## config.mk

```make
export PLATFORM = sky130hd
export DESIGN_NAME = device_event_encoder_flat
export DESIGN_NICKNAME = d
export VERILOG_FILES = /design/src/rtl/device_event_if.sv /design/src/rtl/device_event_encoder.sv /design/src/flat_wrapper.sv
export SDC_FILE = /design/constraint.sdc
export NUM_CORES = 1
export LEC_CHECK = 0
export ABC_CLOCK_PERIOD_IN_PS = 4800
export BUFFER_PORTS_ARGS = -buffer_cell sky130_fd_sc_hd__buf_4
export CORE_UTILIZATION = 54
export DETAILED_ROUTE_END_ITERATION = 12
export GPL_TIMING_DRIVEN = 1
export PLACE_DENSITY_LB_ADDON = 0.08
export SYNTH_ARGS = -nofsm -noshare
export SYNTH_HDL_FRONTEND = slang
export SYNTH_SLANG_ARGS = --single-unit
```

## constraint.sdc

```tcl
create_clock -name clk -period 4.8 [get_ports clk]
set_input_delay 0.48 -clock clk [delete_from_list [all_inputs] [get_ports clk]]
set_output_delay 0.48 -clock clk [all_outputs]
set_load 0.02 [all_outputs]
```

## src/rtl/device_event_if.sv

```systemverilog
// Bundle between the device status front end and the active-devices monitor:
// device levels and enable in, serialised change events and status out.
interface device_event_if #(
  parameter int N_DEV = 8,
  parameter int ID_W  = 3
);
  logic [N_DEV-1:0] dev_status;
  logic             enable;
  logic             change;
  logic             on_off;
  logic [ID_W-1:0]  dev_id;
  logic [7:0]       active_count;
  logic             pending;

  modport master (
    input  dev_status,
    input  enable,
    output change,
    output on_off,
    output dev_id,
    output active_count,
    output pending
  );

  modport slave (
    output dev_status,
    output enable,
    input  change,
    input  on_off,
    input  dev_id,
    input  active_count,
    input  pending
  );
endinterface

```

## src/rtl/device_event_encoder.sv

```systemverilog
// Serialises per-device on/off transitions into one change event per cycle,
// round-robin, against a shadow copy of the status already reported.
module device_event_encoder #(
  parameter int N_DEV = 8,
  parameter int ID_W  = 3
) (
  input  logic          clk,
  input  logic          rst,
  device_event_if.master ev
);
  localparam logic [ID_W-1:0] LAST_ID   = ID_W'(N_DEV - 1);
  localparam logic [ID_W:0]   N_DEV_EXT = (ID_W + 1)'(N_DEV);

  logic [N_DEV-1:0] status_q;
  logic [N_DEV-1:0] reported;
  logic [N_DEV-1:0] diff;
  logic [ID_W-1:0]  ptr;
  logic [ID_W-1:0]  winner;
  logic [ID_W-1:0]  ptr_next;
  logic             any_diff;
  logic             win_level;
  logic             emit;

  logic             change_q;
  logic             on_off_q;
  logic [ID_W-1:0]  dev_id_q;
  logic [7:0]       active_count_q;

  // Index base+off taken modulo N_DEV; off never exceeds N_DEV-1.
  function automatic logic [ID_W-1:0] wrap_idx(input logic [ID_W-1:0] base,
                                               input logic [ID_W:0]   off);
    logic [ID_W:0] sum;
    sum = {1'b0, base} + off;
    if (sum >= N_DEV_EXT) sum = sum - N_DEV_EXT;
    return sum[ID_W-1:0];
  endfunction

  assign diff     = status_q ^ reported;
  assign any_diff = |diff;
  assign emit     = ev.enable && any_diff;

  // Walk offsets from the far end so the nearest pending device to ptr wins.
  always_comb begin
    logic [ID_W-1:0] idx;
    idx    = '0;
    winner = '0;
    for (int k = N_DEV - 1; k >= 0; k--) begin
      idx = wrap_idx(ptr, (ID_W + 1)'(k));
      if (diff[idx]) winner = idx;
    end
  end

  assign win_level = status_q[winner];
  assign ptr_next  = (winner == LAST_ID) ? '0 : winner + ID_W'(1);

  always_ff @(posedge clk or negedge rst) begin
    if (!rst) begin
      status_q       <= '0;
      reported       <= '0;
      ptr            <= '0;
      change_q       <= 1'b0;
      on_off_q       <= 1'b0;
      dev_id_q       <= '0;
      active_count_q <= '0;
    end else begin
      status_q <= ev.dev_status;
      change_q <= 1'b0;
      if (emit) begin
        change_q         <= 1'b1;
        dev_id_q         <= winner;
        on_off_q         <= win_level;
        reported[winner] <= win_level;
        ptr              <= ptr_next;
        active_count_q   <= win_level ? active_count_q + 8'd1
                                      : active_count_q - 8'd1;
      end
    end
  end

  assign ev.change       = change_q;
  assign ev.on_off       = on_off_q;
  assign ev.dev_id       = dev_id_q;
  assign ev.active_count = active_count_q;
  assign ev.pending      = any_diff;
endmodule

```

## src/flat_wrapper.sv

```systemverilog
// flat-port wrapper written by rule: the top's interface ports become plain ports
module device_event_encoder_flat 
#(
  parameter int N_DEV = 8,
  parameter int ID_W  = 3
)
  (clk, rst, ev_dev_status, ev_enable, ev_change, ev_on_off, ev_dev_id, ev_active_count, ev_pending);
  device_event_if #(.N_DEV(N_DEV), .ID_W(ID_W)) ev_i ();
  input  logic clk;
  input  logic rst;
  input wire logic [$bits(ev_i.dev_status)-1:0] ev_dev_status;
  input wire logic [$bits(ev_i.enable)-1:0] ev_enable;
  output wire logic [$bits(ev_i.change)-1:0] ev_change;
  output wire logic [$bits(ev_i.on_off)-1:0] ev_on_off;
  output wire logic [$bits(ev_i.dev_id)-1:0] ev_dev_id;
  output wire logic [$bits(ev_i.active_count)-1:0] ev_active_count;
  output wire logic [$bits(ev_i.pending)-1:0] ev_pending;
  assign ev_i.dev_status = ev_dev_status;
  assign ev_i.enable = ev_enable;
  assign ev_change = ev_i.change;
  assign ev_on_off = ev_i.on_off;
  assign ev_dev_id = ev_i.dev_id;
  assign ev_active_count = ev_i.active_count;
  assign ev_pending = ev_i.pending;
  device_event_encoder #(.N_DEV(N_DEV), .ID_W(ID_W)) u_core (.clk(clk), .rst(rst), .ev(ev_i));
endmodule
```

==> results.rst, run 1 <==
.. list-table::
   :header-rows: 1

   * - Metric
     - Value
   * - Clock transition time at the flip-flop clock pins of the worst setup and hold paths
     - 0.07 ns
   * - Library cell occupying the most area in the post-synthesis netlist
     - sky130_fd_sc_hd__dfrtp_1
   * - Buffer cell driving the clock tree root
     - sky130_fd_sc_hd__clkbuf_8
   * - Max stage delay on crit path
     - 0.49 ns
   * - Period Utilization, post-route
     - 93.2%
   * - Reg-to-reg critical path endpoint
     - u_core.ev.active_count[2]
   * - Beginning of the worst register-to-register path
     - u_core.ptr[1]
   * - Cts-stage hold buffer count
     - 0
   * - Growth of design area from synthesis to finish
     - 16.4%
   * - Seq/Total Area, Yosys
     - 32.0%
   * - Routed length per placed instance
     - 18.0 µm
   * - I/O pins
     - 25
   * - Largest cells by area after synthesis
     - sky130_fd_sc_hd__dfrtp_1 (32%), sky130_fd_sc_hd__mux4_2 (7.2%), sky130_fd_sc_hd__mux2i_1 (5.6%)
   * - Arrival time worst endpoint
     - 4.69 ns
   * - Largest driver fanout on the critical path
     - 10
   * - Maximum number of pins on one net before global-route repair
     - 33
   * - Core footprint
     - 0.00441 mm²
   * - TritonCTS buffer count
     - 5
   * - Die Span X
     - ~70 µm
   * - Clock period minus worst slack
     - 4.48 ns
   * - Count of maximum capacitance violations
     - 0
   * - Slowest stage cell, crit path
     - sky130_fd_sc_hd__ha_2
   * - Buffers added on ports
     - 24
   * - Number of max-slew violations in the final report
     - 0
   * - Placed cell area
     - 0.00279 mm²
   * - Setup TNS after final layout
     - 0 ns
   * - Syn_nets
     - 274
   * - Register bit count reported by yosys
     - 32
   * - Required arrival time at the worst endpoint
     - about 5 ns
   * - Global-route met2 utilization
     - 40.3%
   * - Post-synthesis async set-or-reset flop share
     - 100%
   * - TritonCTS clock tree
     - done
   * - Detailed-router iteration count before antenna repair
     - 4
   * - Clock sink count
     - 32
   * - Leading cell type by number of instances after synthesis
     - sky130_fd_sc_hd__nand2_1
   * - Register-to-Register Setup Slack
     - 0.32 ns
   * - Final design instance area without fill
     - 0.00292 mm²
   * - Synthesized area per cell
     - 9.67 µm²
   * - Buffer and inverter count on the worst path
     - 3
   * - Number of antenna violations at the first check in global routing
     - 0
   * - Met3 Usage GRT
     - 6.35%
   * - Least-Margin Pin Slew
     - 0.715 ns
   * - Count of synthesis-stage warnings from yosys
     - 0
   * - Insertion delay to the later sink of the worst-skew pair
     - between 0.2 and 0.3 ns
   * - Number of global-route vias before repair
     - about 2,100
   * - Instance count of the mapped netlist
     - 259
   * - Y dimension of the die
     - 70.1 µm
   * - Violation count after the first detailed-routing iteration
     - 268
   * - DPL Wire Length
     - 4770 µm
   * - Mapped cell area
     - around 0.0025 mm²
   * - Top achievable clock speed
     - 223 MHz
   * - Global-route met1 utilization
     - 39.2%
   * - Depth of the worst register-to-register path
     - 17
   * - Most used routing layer
     - met2
   * - Top cells by instance count after synthesis
     - sky130_fd_sc_hd__nand2_1 (37), sky130_fd_sc_hd__dfrtp_1 (32), sky130_fd_sc_hd__nor2_1 (17)
   * - Count of different cell masters after synthesis
     - 57
   * - Kind of end point of the critical path
     - flip-flop
   * - Standard-cell row count
     - 24
   * - Count of antenna-violating nets left after detailed routing
     - 0
   * - Top-area cell type share of the netlist area
     - a little under a third
   * - Number of buffers on the longest clock path
     - 2
   * - Wire length of the first global-routing pass
     - 10,400 µm
   * - EDFF count, synth
     - 0
   * - Outcome
     - finished clean
   * - Leading register cell type out of synthesis
     - sky130_fd_sc_hd__dfrtp_1
   * - DRC errors left
     - 0
   * - Category of the critical setup timing path
     - reg2reg
   * - Weighted congestion at the end of routability-driven global placement
     - slightly above 1
   * - RSZ-0062 raised after global routing
     - no
   * - Layout cell share with drive strength beyond 1
     - 26.5%
   * - Worst path top cell family by delay
     - multiplexers
   * - Count of nets after finishing
     - 308
   * - Sequence of cells on the critical path
     - inv_1, ha_2, clkinv_2, mux4_2, and2_1, o31ai_2, mux2i_1, a311oi_4, buf_4, mux2_4, o22ai_2, a311oi_4, xnor2_1, ha_1, or3_1, mux2i_1, xor2_1
   * - Final Routed Wirelength
     - 6220 µm
   * - Deepest level of the CTS H-tree
     - 2
   * - Antenna cell count
     - 0
   * - Rel. slew slack
     - 52.2%
   * - Worst Hold Class
     - in2async
   * - Category of the worst setup path launch point
     - flip-flop
   * - Final count of hold timing violations
     - 0
   * - Routed vias/inst
     - 6.30
   * - Total track usage
     - roughly 28%
   * - Initial cell density of the core
     - between 50% and 60%
   * - Overall die area
     - 0.00492 mm²
   * - Number of vias in the routed layout
     - around 2,200
   * - Setup-failing EPs final
     - 0
   * - Grt total ovfl
     - 0
   * - Max Clock Skew
     - 0.0122 ns
-- flip-flops by register name, indices dropped and copies added, names as in the netlist --
register and count:
u_core.ev.active_count 8, u_core.reported 8, u_core.status_q 8, u_core.ev.dev_id 3, u_core.ptr 3, u_core.ev.change 1, u_core.ev.on_off 1
-- metal layers --
metal	share of wire, %	wire length (µm)
met2	45	2820
met4	2.9	180
met3	6.7	420
met1	45	2810
met5	0	0
-- what timing repair did --
item,4_1_cts,5_1_grt
setup buffers,0,2
endpoints found under the setup margin,0,2
hold endpoints to repair,0,0
gates resized for setup,0,2
-- cell usage in the layout, fill, tap and decap left out, types with 3 or more instances in the layout --
master                     synthesis  routed
sky130_fd_sc_hd__buf_4             3      38
sky130_fd_sc_hd__nand2_1          37      37
sky130_fd_sc_hd__dfrtp_1          32      32
sky130_fd_sc_hd__nor2_1           17      17
sky130_fd_sc_hd__mux2i_1          14      14
sky130_fd_sc_hd__xor2_1           12      12
sky130_fd_sc_hd__xnor2_1          12      12
sky130_fd_sc_hd__mux2_2           11      11
sky130_fd_sc_hd__nor3_1           10      10
sky130_fd_sc_hd__a21oi_1          10      10
sky130_fd_sc_hd__mux4_2            8       8
sky130_fd_sc_hd__o21ai_0           5       5
sky130_fd_sc_hd__and3_1            5       5
sky130_fd_sc_hd__nand3_1           5       5
sky130_fd_sc_hd__clkbuf_8          0       5
sky130_fd_sc_hd__inv_1             4       4
sky130_fd_sc_hd__a22oi_1           4       4
sky130_fd_sc_hd__and2_1            3       3
sky130_fd_sc_hd__o22ai_1           3       3
sky130_fd_sc_hd__o22a_1            3       3
sky130_fd_sc_hd__a211oi_1          3       3
sky130_fd_sc_hd__ha_1              4       3
-- final cells by class --
type | count | area, µm²
Clock buffer | 6 | 72.6
Clock inverter | 2 | 35.0
Fill cell | 362 | 1500
Inverter | 7 | 27.5
Multi-Input combinational cell | 209 | 1630
Sequential cell | 32 | 801
Tap cell | 52 | 65.1
Timing Repair Buffer | 38 | 285
-- through the flow --
stage | hold WS, ns | setup slack (ns) | utilization, % | instances
finish | 0.101 | 0.325 | 66.1 | 346
global placement | 0.434 | 0.239 | 63.1 | 336
global route | 0.132 | 0.0917 | 66.1 | 346
floorplan | 0.184 | 0.0672 | - | 259
CTS | 0.114 | 0.236 | 65.6 | 344
detailed placement | 0.432 | 0.268 | 63.1 | 336
-- kinds of logic after synthesis --
logic type	count (synthesis)	share of synthesized area (%)
simple gates	92	17.3
compound gates	54	18.2
mux	35	18.9
flops	32	32.0
xor+xnor	24	8.39
buf+inv	18	3.25
fa+ha+maj	4	2.00
-- how the worst max path moves through the flow --
stage                  start                        end  slack (ns)  cells after the start
2_1_floorplan  u_core.ptr[0]  u_core.ev.active_count[2]        0.07                     19
3_3_place_gp   u_core.ptr[1]  u_core.ev.active_count[2]        0.24                     16
3_5_place_dp   u_core.ptr[1]  u_core.ev.active_count[2]        0.27                     16
4_1_cts        u_core.ptr[1]  u_core.ev.active_count[2]        0.24                     16
5_1_grt        u_core.ptr[1]  u_core.ev.active_count[2]        0.09                     17
6_report       u_core.ptr[1]  u_core.ev.active_count[2]        0.32                     17
Power of run 1 is not shown: default switching activity piles up to over one toggle a cycle in this logic, so the estimate is an artifact.
==> run 2, diff against run 1 <==
- RECOVER_POWER: unset -> 100
- REMOVE_ABC_BUFFERS: unset -> 1
==> results.rst, run 2 (synthesis results as in run 1) <==
.. list-table::
   :header-rows: 1

   * - Metric
     - Value
   * - I/O pins
     - 25
   * - Final design instance area without fill
     - 0.00283 mm²
   * - Die Span X
     - around 70 µm
   * - Wire length of the first global-routing pass
     - 10,100 µm
   * - Worst path top cell family by delay
     - multiplexers
   * - Beginning of the worst register-to-register path
     - u_core.ptr[1]
   * - Required arrival time at the worst endpoint
     - 5.01 ns
   * - Y dimension of the die
     - roughly 70 µm
   * - Kind of end point of the critical path
     - flip-flop
   * - Cts-stage hold buffer count
     - 0
   * - Most used routing layer
     - met2
   * - Routed length per placed instance
     - about 18 µm
   * - Weighted congestion at the end of routability-driven global placement
     - approximately 1.1
   * - Antenna cell count
     - 0
   * - Sequence of cells on the critical path
     - inv_1, ha_2, clkinv_1, mux4_2, and2_0, o31ai_1, mux2i_1, a311oi_4, mux2_4, o22ai_2, a311oi_4, xnor2_1, ha_1, or3_1, mux2i_1, xor2_1
   * - Setup-failing EPs final
     - 0
   * - Category of the worst setup path launch point
     - flip-flop
   * - Outcome
     - finished with violations
   * - Layout cell share with drive strength beyond 1
     - 20.5%
   * - Global-route met2 utilization
     - 40.6%
   * - Buffer count from post-CTS setup fixing
     - 0
   * - Initial cell density of the core
     - 56.7%
   * - Overall die area
     - 0.00492 mm²
   * - Global-route met1 utilization
     - between 30 and 40%
   * - Final core occ
     - between 60% and 70%
   * - Clock period minus worst slack
     - 4.47 ns
   * - Deepest level of the CTS H-tree
     - 2
   * - Hold Path Depth
     - 1
   * - Reg-to-reg critical path endpoint
     - u_core.ev.active_count[2]
   * - Launch instance of the worst min-delay path
     - ev_dev_status[5]
   * - Rel. slew slack
     - -9.39%
   * - Count of antenna-violating nets left after detailed routing
     - 0
   * - Period Utilization, post-route
     - 93.0%
   * - Violated checks
     - capacitance limit, slew limit
   * - Met3 Usage GRT
     - 5.19%
   * - Insertion delay to the later sink of the worst-skew pair
     - between 0.2 and 0.3 ns
   * - Number of vias in the routed layout
     - 2,141
   * - Buffer cell driving the clock tree root
     - sky130_fd_sc_hd__clkbuf_8
   * - Detailed-router iteration count before antenna repair
     - 5
   * - Arrival time worst endpoint
     - about 4.7 ns
   * - Final count of hold timing violations
     - 0
   * - End point of the worst hold path
     - u_core.status_q[5]
   * - Register-to-Register Setup Slack
     - 0.33 ns
   * - RSZ-0062 raised after global routing
     - no
   * - Final Routed Wirelength
     - 6050 µm
   * - TritonCTS buffer count
     - 5
   * - Depth of the worst register-to-register path
     - 16
   * - TritonCTS clock tree
     - done
   * - Most common cell after layout, fill and taps aside
     - sky130_fd_sc_hd__nand2_1
   * - Number of filler cells placed in the layout
     - just over 400
   * - Most used cells in the layout excluding fill and tap cells
     - sky130_fd_sc_hd__nand2_1 (37), sky130_fd_sc_hd__dfrtp_1 (32), sky130_fd_sc_hd__nor2_1 (17), sky130_fd_sc_hd__clkbuf_1 (17), sky130_fd_sc_hd__mux2i_1 (14)
   * - Placed cell area
     - 0.00279 mm²
   * - Top achievable clock speed
     - 224 MHz
   * - Worst Hold Class
     - in2reg
   * - Core footprint
     - 0.00441 mm²
   * - DRC errors left
     - 0
   * - Number of global-route vias before repair
     - 2,049
   * - Routed vias/inst
     - 6.22
   * - Clock sink count
     - 32
   * - Buffer and inverter count on the worst path
     - 2
   * - Violation count after the first detailed-routing iteration
     - 120
   * - Count of nets after finishing
     - 306
   * - Count of maximum capacitance violations
     - 1
   * - Total track usage
     - between 20% and 30%
   * - Grt total ovfl
     - 0
   * - Number of antenna violations at the first check in global routing
     - 0
   * - Buffers added on ports
     - 24
   * - Standard-cell row count
     - 24
   * - Largest driver fanout on the critical path
     - 10
   * - Number of max-slew violations in the final report
     - 33
   * - DPL Wire Length
     - 4560 µm
   * - Slowest stage cell, crit path
     - sky130_fd_sc_hd__ha_2
   * - Number of buffers on the longest clock path
     - 2
   * - Growth of design area from synthesis to finish
     - 13.1%
   * - Maximum number of pins on one net before global-route repair
     - 33
   * - Max Clock Skew
     - 0.00548 ns
   * - Max stage delay on crit path
     - around 0.46 ns
   * - Category of the critical setup timing path
     - reg2reg
   * - Least-Margin Pin Slew
     - 1.64 ns
   * - Clock transition time at the flip-flop clock pins of the worst setup and hold paths
     - 0.07 ns
## run 2: worst max-delay path by stage
stage / startpoint / endpoint / cells past startpoint / slack, ns
6_report: u_core.ptr[1] / u_core.ev.active_count[2] / 16 / 0.33
5_1_grt: u_core.ptr[1] / u_core.ev.active_count[2] / 16 / 0.06
3_5_place_dp: u_core.ptr[1] / u_core.ev.active_count[2] / 16 / 0.31
3_3_place_gp: u_core.ptr[1] / u_core.ev.active_count[2] / 16 / 0.34
4_1_cts: u_core.ptr[1] / u_core.ev.active_count[2] / 16 / 0.28
2_1_floorplan: u_core.ptr[0] / u_core.ev.active_count[2] / 15 / -0.13
## run 2: area by class of cell
cell class / count / area [µm²] / area share [%]
multi-input combinational: 209 / 1640 / 57.8
sequential: 32 / 801 / 28.3
timing repair buffer: 36 / 206 / 7.29
clock buffer: 6 / 82.6 / 2.92
tap: 52 / 65.1 / 2.30
inverter: 7 / 26.3 / 0.928
clock inverter: 2 / 15.0 / 0.530
## run 2: metal layers
metal / vias to the layer above / part of all wire (%)
met5: - / 0
met4: 0 / 2.9
met3: 17 / 5.8
met2: 65 / 46
met1: 1032 / 45
li1: 1027 / -
## run 2: per-stage QoR
stage	setup TNS (ns)	hold slack [ns]	setup WS, ns	cells
after global routing	0	0.306	0.0572	344
after global placement	0	0.437	0.342	336
final	0	0.322	0.334	344
after CTS	0	0.127	0.284	344
after floorplan	-0.147	0.184	-0.135	248
after detailed placement	0	0.439	0.309	336
## run 2: timing repair
action,in CTS,in global routing
setup endpoints to repair,0,1
resized for setup,0,3
hold endpoints to repair,0,0
Power of run 2 is left out for the same reason.
==> run 3, diff against run 2 <==
- ABC_AREA: unset -> 1
- ABC_CLOCK_PERIOD_IN_PS: 4800 -> 5100
- CORE_UTILIZATION: 54 -> 59
- RECOVER_POWER: 100 -> unset
- clock period: 4.8 -> 5.1 ns (I/O delays scaled with it)
==> results.rst, run 3 <==
.. list-table::
   :header-rows: 1

   * - Metric
     - Value
   * - Initial cell density of the core
     - about 61%
   * - Buffers added on ports
     - 24
   * - Buffer and inverter count on the worst path
     - 4
   * - Count of antenna-violating nets left after detailed routing
     - 0
   * - Outcome
     - finished clean
   * - Die Span X
     - about 66 µm
   * - Slowest stage cell, crit path
     - sky130_fd_sc_hd__dfrtp_1
   * - Number of antenna violations at the first check in global routing
     - 0
   * - Max stage delay on crit path
     - 0.58 ns
   * - Top achievable clock speed
     - 256 MHz
   * - Number of max-slew violations in the final report
     - 0
   * - Top cells by instance count after synthesis
     - sky130_fd_sc_hd__nand2_1 (106), sky130_fd_sc_hd__nand3_1 (69), sky130_fd_sc_hd__dfrtp_1 (32)
   * - Period Utilization, post-route
     - 76.7%
   * - Count of different cell masters after synthesis
     - 35
   * - Largest driver fanout on the critical path
     - 12
   * - Register bit count reported by yosys
     - 32
   * - Count of nets after finishing
     - 392
   * - Worst path top cell family by delay
     - simple AND/OR/NAND/NOR gates
   * - Setup-failing EPs final
     - 0
   * - Kind of end point of the critical path
     - flip-flop
   * - Max Clock Skew
     - 0.0120 ns
   * - Standard-cell row count
     - 23
   * - Reg-to-reg critical path endpoint
     - u_core.ev.active_count[6]
   * - Insertion delay to the later sink of the worst-skew pair
     - around 0.30 ns
   * - DRC errors left
     - 0
   * - Clock sink count
     - 32
   * - Beginning of the worst register-to-register path
     - u_core.ptr[0]
   * - Category of the worst setup path launch point
     - flip-flop
   * - Routed vias/inst
     - 5.98
   * - Instance count of the mapped netlist
     - about 350
   * - Number of vias in the routed layout
     - 2,558
   * - Largest cells by area after synthesis
     - sky130_fd_sc_hd__dfrtp_1 (33%), sky130_fd_sc_hd__nand2_1 (16%), sky130_fd_sc_hd__nand3_1 (14%)
   * - Final Routed Wirelength
     - between 6000 and 7000 µm
   * - Number of global-route vias before repair
     - 2,338
   * - Layout cell share with drive strength beyond 1
     - 18.5%
   * - Leading cell type by number of instances after synthesis
     - sky130_fd_sc_hd__nand2_1
   * - Least-Margin Pin Slew
     - 0.551 ns
   * - Final count of hold timing violations
     - 0
   * - I/O pins
     - 25
   * - Growth of design area from synthesis to finish
     - 12.8%
   * - Register-to-Register Setup Slack
     - ~1.2 ns
   * - Post-cts repair resize count
     - 0
   * - Core footprint
     - ~0.004 mm²
   * - Synthesized area per cell
     - approximately 6.9 µm²
   * - TritonCTS buffer count
     - 5
   * - Arrival time worst endpoint
     - 4.09 ns
   * - Routed length per placed instance
     - 15.8 µm
   * - Library cell occupying the most area in the post-synthesis netlist
     - sky130_fd_sc_hd__dfrtp_1
   * - Post-synthesis async set-or-reset flop share
     - 100%
   * - Clock transition time at the flip-flop clock pins of the worst setup and hold paths
     - 0.07 ns
   * - Maximum number of pins on one net before global-route repair
     - 33
   * - Wire length of the first global-routing pass
     - 11,100 µm
   * - Buffer cell driving the clock tree root
     - sky130_fd_sc_hd__clkbuf_8
   * - Depth of the worst register-to-register path
     - 27
   * - Overall die area
     - 0.00440 mm²
   * - Cell with the most instances on the worst path
     - sky130_fd_sc_hd__nand2_1
   * - Most common cell after layout, fill and taps aside
     - sky130_fd_sc_hd__nand2_1
   * - Clock period minus worst slack
     - about 3.9 ns
   * - Detailed-router iteration count before antenna repair
     - 5
   * - Most used cells in the layout excluding fill and tap cells
     - sky130_fd_sc_hd__nand2_1 (106), sky130_fd_sc_hd__nand3_1 (69), sky130_fd_sc_hd__dfrtp_1 (32)
   * - RSZ-0062 raised after global routing
     - no
   * - Buffer count from post-CTS setup fixing
     - 0
   * - Violation count after the first detailed-routing iteration
     - 353
   * - TritonCTS clock tree
     - done
   * - Top-area cell type share of the netlist area
     - 32.8%
   * - DPL Wire Length
     - 5120 µm
   * - Setup TNS after final layout
     - 0 ns
   * - Deepest level of the CTS H-tree
     - 2
   * - Antenna cell count
     - 0
   * - Required arrival time at the worst endpoint
     - 5.28 ns
   * - Total track usage
     - 34.3%
   * - Grt total ovfl
     - 0
   * - Cts-stage hold buffer count
     - 0
   * - Number of buffers on the longest clock path
     - 2
   * - Leading register cell type out of synthesis
     - sky130_fd_sc_hd__dfrtp_1
   * - Weighted congestion at the end of routability-driven global placement
     - 0.977
   * - Rel. slew slack
     - 63.2%
   * - Worst Hold Class
     - in2async
   * - Y dimension of the die
     - around 66 µm
   * - EDFF count, synth
     - 0
   * - Mapped cell area
     - 0.00244 mm²
   * - Category of the critical setup timing path
     - reg2reg
   * - Count of maximum capacitance violations
     - 0
   * - Seq/Total Area, Yosys
     - 32.8%
   * - Count of synthesis-stage warnings from yosys
     - 0
run 3: cell types whose count changed after synthesis, sizes merged, moves of 10 or more:
| cell | change |
|---|---|
| inv | +37 |
| mux2i | -14 |
| mux2 | -13 |
| nand3 | +73 |
| o21ai | +15 |
| nand2 | +78 |
| xnor2 | -10 |
run 3: cell type report:
class / count / area [µm²]
clock buffer: 7 / 96.3
clock inverter: 1 / 30.0
fill: 356 / 1220
inverter: 42 / 158
multi-input combinational: 272 / 1420
sequential: 32 / 801
tap: 50 / 62.6
timing repair buffer: 24 / 180
run 3: through the flow:
step	setup WS [ns]	instances	hold slack (ns)	instance area [µm²]	utilization [%]
finish	1.19	428	0.142	2750	69.3
detailed placement	1.28	420	0.472	2630	66.1
CTS	1.25	428	0.155	2750	69.3
global placement	1.35	420	0.468	2630	66.1
global route	0.753	428	0.174	2750	69.3
floorplan	1.79	346	0.214	2380	-
run 3: how the worst max path moves through the flow:
stage                  start                         to  cells after the start
2_1_floorplan  u_core.ptr[0]  u_core.ev.active_count[4]                     27
3_3_place_gp   u_core.ptr[0]  u_core.ev.active_count[6]                     27
3_5_place_dp   u_core.ptr[0]  u_core.ev.active_count[4]                     27
4_1_cts        u_core.ptr[0]  u_core.ev.active_count[4]                     27
5_1_grt        u_core.ptr[0]  u_core.ev.active_count[7]                     28
6_report       u_core.ptr[0]  u_core.ev.active_count[6]                     27
run 3: metal layers:
layer / routed length [µm] / vias up / track usage (%)
met5: 0 / - / 0
met3: 452 / 23 / 7.59
met4: 214 / 0 / 14.9
li1: - / 1211 / -
met2: 3150 / 122 / 52.7
met1: 2950 / 1202 / 46.1
run 3: kinds of logic after synthesis:
family | after synthesis | share of synthesized area, %
AO/OA/AOI/OAI | 44 | 11.4
XOR/XNOR | 7 | 3.59
adder cells (fa/ha/maj) | 4 | 2.05
buffers and inverters | 49 | 8.82
flip-flops | 32 | 32.8
AND/OR/NAND/NOR | 217 | 41.3
Power of run 3 is left out for the same reason.
